<file path="config.mk">
export PLATFORM = sky130hd
export DESIGN_NAME = eq_mac_scheduler
export DESIGN_NICKNAME = d
export VERILOG_FILES = /design/src/rtl/eq_pkg.sv /design/src/rtl/eq_mac_scheduler_band_mac.sv /design/src/rtl/eq_mac_scheduler.sv
export SDC_FILE = /design/constraint.sdc
export NUM_CORES = 2
export LEC_CHECK = 0
export ABC_AREA = 1
export CORE_MARGIN = 2
export CORE_UTILIZATION = 65
export CTS_CLUSTER_SIZE = 16
export DETAILED_ROUTE_END_ITERATION = 16
export DONT_BUFFER_PORTS = 1
export GPL_TIMING_DRIVEN = 0
export PLACE_DENSITY = 0.81
export SETUP_SLACK_MARGIN = 0.4
export SYNTH_ARGS = -nofsm -noshare
export SYNTH_HDL_FRONTEND = slang
export SYNTH_HIERARCHICAL = 1
export SYNTH_SLANG_ARGS = --single-unit
</file>
<file path="constraint.sdc">
create_clock -name clk -period 10.2 [get_ports clk]
set_input_delay 2.04 -clock clk [delete_from_list [all_inputs] [get_ports clk]]
set_output_delay 2.04 -clock clk [all_outputs]
set_load 0.03 [all_outputs]
</file>
<file path="src/rtl/eq_pkg.sv">
// Shared constants and types for the equalizer output stage.
//
// DATA_W  : band sample / audio output width (signed)
// GAIN_W  : per-band gain width (unsigned)
// N_BANDS : number of equalizer bands, sequenced 0..N_BANDS-1
// SHIFT   : LSB of the output slice taken from the accumulator
// ACC_W   : accumulator width, wide enough for N_BANDS full-scale products
// PROD_W  : signed band x zero-extended gain product width
// IDX_W   : band index counter width
package eq_pkg;

  localparam int DATA_W  = 24;
  localparam int GAIN_W  = 13;
  localparam int N_BANDS = 10;
  localparam int SHIFT   = 16;
  localparam int ACC_W   = DATA_W + GAIN_W + 4;
  localparam int PROD_W  = DATA_W + GAIN_W + 1;
  localparam int IDX_W   = $clog2(N_BANDS);

  typedef enum logic [0:0] {
    IDLE = 1'b0,
    MAC  = 1'b1
  } state_t;

endpackage

</file>
<file path="src/rtl/eq_mac_scheduler_band_mac.sv">
// band_mac: one step of the shared multiply-accumulate.
//
// Purely combinational. The gain is treated as unsigned by zero-extending
// it one bit before the signed multiply; the product is sign-extended to
// the accumulator width and added to the running sum.
//
// Ports:
//   band     in  DATA_W  signed band sample selected for this step
//   gain     in  GAIN_W  unsigned gain for the same band
//   acc      in  ACC_W   current accumulator value
//   next_acc out ACC_W   acc + band * gain
module band_mac
  import eq_pkg::*;
(
  input  logic signed [DATA_W-1:0] band,
  input  logic        [GAIN_W-1:0] gain,
  input  logic signed [ACC_W-1:0]  acc,
  output logic signed [ACC_W-1:0]  next_acc
);

  logic signed [GAIN_W:0]   gain_s;
  logic signed [PROD_W-1:0] prod;
  logic signed [ACC_W-1:0]  prod_ext;

  assign gain_s   = $signed({1'b0, gain});
  assign prod     = band * gain_s;
  assign prod_ext = {{(ACC_W-PROD_W){prod[PROD_W-1]}}, prod};
  assign next_acc = acc + prod_ext;

endmodule

</file>
<file path="src/rtl/eq_mac_scheduler.sv">
// eq_mac_scheduler: time-multiplexed weighted sum of the equalizer bands.
//
// One shared multiplier walks the bands 0..N_BANDS-1, one per cycle, after
// a sample strobe is accepted. The result is the same bit slice of the same
// sum that a parallel multiplier / adder-tree would produce.
//
//   state | meaning
//   ------+--------------------------------------------------------------
//   IDLE  | waiting for a sample strobe; ready is high
//   MAC   | accumulating band idx; ready only high on the final band
//
// Ports:
//   clk          in   clock, rising edge
//   rst_n        in   asynchronous active-low reset
//   sample_valid in   one-cycle strobe; bands_in / gains_in valid
//   bands_in     in   N_BANDS signed samples, band i at [i*DATA_W +: DATA_W]
//   gains_in     in   N_BANDS unsigned gains, gain i at [i*GAIN_W +: GAIN_W]
//   overrun_clr  in   clears the overrun flag
//   ready        out  a strobe this cycle will be accepted (decoded)
//   audio_out    out  equalized sample, held until the next result
//   out_valid    out  one-cycle pulse when audio_out is updated
//   overrun      out  sticky flag: a strobe arrived while not ready
module eq_mac_scheduler
  import eq_pkg::*;
(
  input  logic                        clk,
  input  logic                        rst_n,
  input  logic                        sample_valid,
  input  logic [N_BANDS*DATA_W-1:0]   bands_in,
  input  logic [N_BANDS*GAIN_W-1:0]   gains_in,
  input  logic                        overrun_clr,
  output logic                        ready,
  output logic [DATA_W-1:0]           audio_out,
  output logic                        out_valid,
  output logic                        overrun
);

  localparam logic [IDX_W-1:0] LAST_IDX = IDX_W'(N_BANDS - 1);

  state_t                   state;
  logic [IDX_W-1:0]         idx;
  logic signed [ACC_W-1:0]  acc;
  logic signed [ACC_W-1:0]  next_acc;

  logic signed [DATA_W-1:0] band_q [N_BANDS];
  logic        [GAIN_W-1:0] gain_q [N_BANDS];

  logic signed [DATA_W-1:0] band_sel;
  logic        [GAIN_W-1:0] gain_sel;

  logic last;
  logic accept;
  logic drop;

  assign last   = (idx == LAST_IDX);
  assign ready  = (state == IDLE) | ((state == MAC) & last);
  assign accept = sample_valid & ready;
  assign drop   = sample_valid & ~ready;

  // Explicit compare mux keeps the selection in range for idx values the
  // counter never reaches.
  always_comb begin
    band_sel = '0;
    gain_sel = '0;
    for (int i = 0; i < N_BANDS; i++) begin
      if (idx == IDX_W'(i)) begin
        band_sel = band_q[i];
        gain_sel = gain_q[i];
      end
    end
  end

  band_mac u_band_mac (
    .band     (band_sel),
    .gain     (gain_sel),
    .acc      (acc),
    .next_acc (next_acc)
  );

  always_ff @(posedge clk or negedge rst_n) begin
    if (!rst_n) begin
      state <= IDLE;
      idx   <= '0;
      acc   <= '0;
    end else begin
      case (state)
        IDLE: begin
          if (accept) begin
            state <= MAC;
            idx   <= '0;
            acc   <= '0;
          end
        end
        MAC: begin
          if (last) begin
            idx <= '0;
            if (accept) begin
              // back-to-back sample: restart without passing through IDLE
              acc <= '0;
            end else begin
              state <= IDLE;
              acc   <= next_acc;
            end
          end else begin
            acc <= next_acc;
            idx <= idx + IDX_W'(1);
          end
        end
        default: begin
          state <= IDLE;
          idx   <= '0;
          acc   <= '0;
        end
      endcase
    end
  end

  always_ff @(posedge clk or negedge rst_n) begin
    if (!rst_n) begin
      for (int i = 0; i < N_BANDS; i++) begin
        band_q[i] <= '0;
        gain_q[i] <= '0;
      end
    end else if (accept) begin
      for (int i = 0; i < N_BANDS; i++) begin
        band_q[i] <= bands_in[i*DATA_W +: DATA_W];
        gain_q[i] <= gains_in[i*GAIN_W +: GAIN_W];
      end
    end
  end

  // The top accumulator bit lies above the output slice, so wrap-around
  // behaves exactly like the combinational weighted sum.
  always_ff @(posedge clk or negedge rst_n) begin
    if (!rst_n) begin
      audio_out <= '0;
      out_valid <= 1'b0;
    end else begin
      out_valid <= (state == MAC) & last;
      if ((state == MAC) & last) begin
        audio_out <= next_acc[SHIFT+DATA_W-1:SHIFT];
      end
    end
  end

  // A new drop takes priority over a simultaneous clear.
  always_ff @(posedge clk or negedge rst_n) begin
    if (!rst_n) begin
      overrun <= 1'b0;
    end else if (drop) begin
      overrun <= 1'b1;
    end else if (overrun_clr) begin
      overrun <= 1'b0;
    end
  end

endmodule

</file>
==> impl_metrics.yaml <==
clock_network:
  clkSinkCount: 441
  clk_pin_slew_ns: 0.06
  post-cts-setup-buffers: 0
  ctsLongestPathBuffers: 3
  cts_root_buf: "clkbuf_16"
  numCtsBuffers: 48
  clock_latency_ns: 0.62
  cts_max_level: 2
  cts_tree: "built"
grt:
  grt_use_met3_pct: 10.02
  gr-usage-met1_pct: 52.10
  antenna_found_initial: 51
  grt_usage_pct: 39.35
  grt.overflow.total: 0
  grt_pass1_vias: 26706
  grt_max_degree: 442
  met2_usage_pct: 59.64
  top_usage_layer: "met2"
  grt_pass1_wl_um: 156200
worst_setup_path:
  path_max_fanout: 10
  rrSetupSlack_ns: 0.85
  rr_worst_depth: 30
  timing.rr.end: "acc[39]$_DFFE_PN0P_"
  crit_path_start_kind: "flip-flop"
  critical_path_required_ns: 10.71
  crit_type: "reg2reg"
  cp.arrival_ns: 9.87
  max_stage_delay_ns: 0.79
  cp_slowest_cell: "nor3_2"
  rr_startpoint: "idx[3]$_DFFE_PN0P_"
  end_kind: "flip-flop"
route:
  drt_wl_total_um: 103900
  drt_iter0_markers: 3107
  drc: 0
  ant_nets: 0
  first_pass_iters: 6
  vias: 26565
  via_per_inst: 5.809
  wl_per_cell_um: 22.72
timing:
  rsz0062_at_grt: "false"
  finClkSkew_ns: 0.04075
  min_period_over_period_pct: 91.71
  setup_tns_ns: 0
  setup_viol: 0
  worstMarginPinSlew_ns: 1.449
  slew_viol_final: 0
  post-route-min-period_ns: 9.354
  slew_headroom_pct: 2.607
  max_freq_mhz: 106.9
  finalHoldViolCount: 0
place:
  gp_congestion: 0.9938
  portBuffers: 0
  hpwlAfterDp_um: 80970
worst_hold_path:
  min_to: "acc[24]$_DFFE_PN0P_"
  min_from: "acc[24]$_DFFE_PN0P_"
  whs_path_depth: 2
  hold_path_class: "reg2reg"
layout:
  synthToLayoutAreaGrowth_pct: 7.688
  nets: 4627
  drive_above_1_share_pct: 12.52
  mostFrequentLayoutCells: "nand2_1, inv_1, dfrtp_1, fa_1, mux2_2"
  final_common_cell: "nand2_1"
  nFillCells: 3876
floorplanning:
  io_pins: 401
  die_h_um: 230.9
  die_w_um: 230.9
  die-area_um2: 53310
  core_area_um2: 51090
  start_util_pct: 65.49
  placementRows: 83
yosys:
  synth-warning-count: 6
  syn-instance-count: 3755
  syn-num-nets: 4577
  syn_area_um2: 33460
  avgSynthCellArea_um2: 8.911
run_status:
  status: "finished clean"
run:
  maxCapViolations: 0
## state kept, by name, indices dropped and copies added (netlist names)
name,count
band_q,240
acc,40
overrun,1
gain_q,130
state,1
audio_out,24
out_valid,1
idx,4
## per-layer routing
metal  vias up  part of all wire [%]
met3       429                    11
met2      1655                    45
li1      11519                     -
met1     12952                    38
met4        10                   6.6
met5         -                 0.064
## final cells by class
| type | count | area [um2] | area share (%) |
|---|---|---|---|
| clock inverter | 14 | 161.4 | 0.4479 |
| clock buffer | 74 | 1429 | 3.966 |
| sequential | 441 | 11040 | 30.63 |
| multi-input combinational | 2396 | 18860 | 52.35 |
| antenna | 50 | 125.1 | 0.3472 |
| inverter | 761 | 2856 | 7.928 |
| tap | 680 | 850.8 | 2.361 |
| buffer | 157 | 711.9 | 1.976 |
## worst max-delay path by stage
stage                                  start                  end  slack, ns  depth (start not counted)
after CTS                 idx[0]$_DFFE_PN0P_  acc[39]$_DFFE_PN0P_       0.96                         30
after global routing      idx[2]$_DFFE_PN0P_  acc[39]$_DFFE_PN0P_       0.48                         33
after floorplan           idx[3]$_DFFE_PN0P_  acc[39]$_DFFE_PN0P_       3.15                         33
final                     idx[3]$_DFFE_PN0P_  acc[39]$_DFFE_PN0P_       0.85                         30
after detailed placement  idx[0]$_DFFE_PN0P_  acc[39]$_DFFE_PN0P_       1.01                         30
after global placement    idx[0]$_DFFE_PN0P_  acc[39]$_DFFE_PN0P_       1.17                         30
## critical path: cells and delay by family, from the launching register on
family / cells / cell delay (ns)
DFF: 1 / 0.43
and+or+nand+nor: 14 / 3.04
AOI/OAI and AO/OA: 1 / 0.25
adders and majority gates: 7 / 3.76
buffers and inverters: 8 / 1.75
## stage by stage
stage	hold WS, ns	instances	util, %	setup slack (ns)	instance area [um2]
floorplan	0.4517	3755	-	3.148	33460
global route	0.5100	4568	70.50	0.4816	36020
CTS	0.4894	4523	70.26	0.9579	35900
detailed placement	0.4761	4435	67.15	1.008	34310
finish	0.4898	4573	70.52	0.8459	36030
global placement	0.4658	4435	67.15	1.172	34310
## what timing repair did
action | in CTS | in global routing
gates resized for setup | 0 | 1
setup endpoints to repair | 0 | 2
endpoints found under the hold margin | 0 | 0
hold buffers | 0 | 0
Power is not shown: default switching activity piles up to over one toggle a cycle in this logic, so the estimate is an artifact.
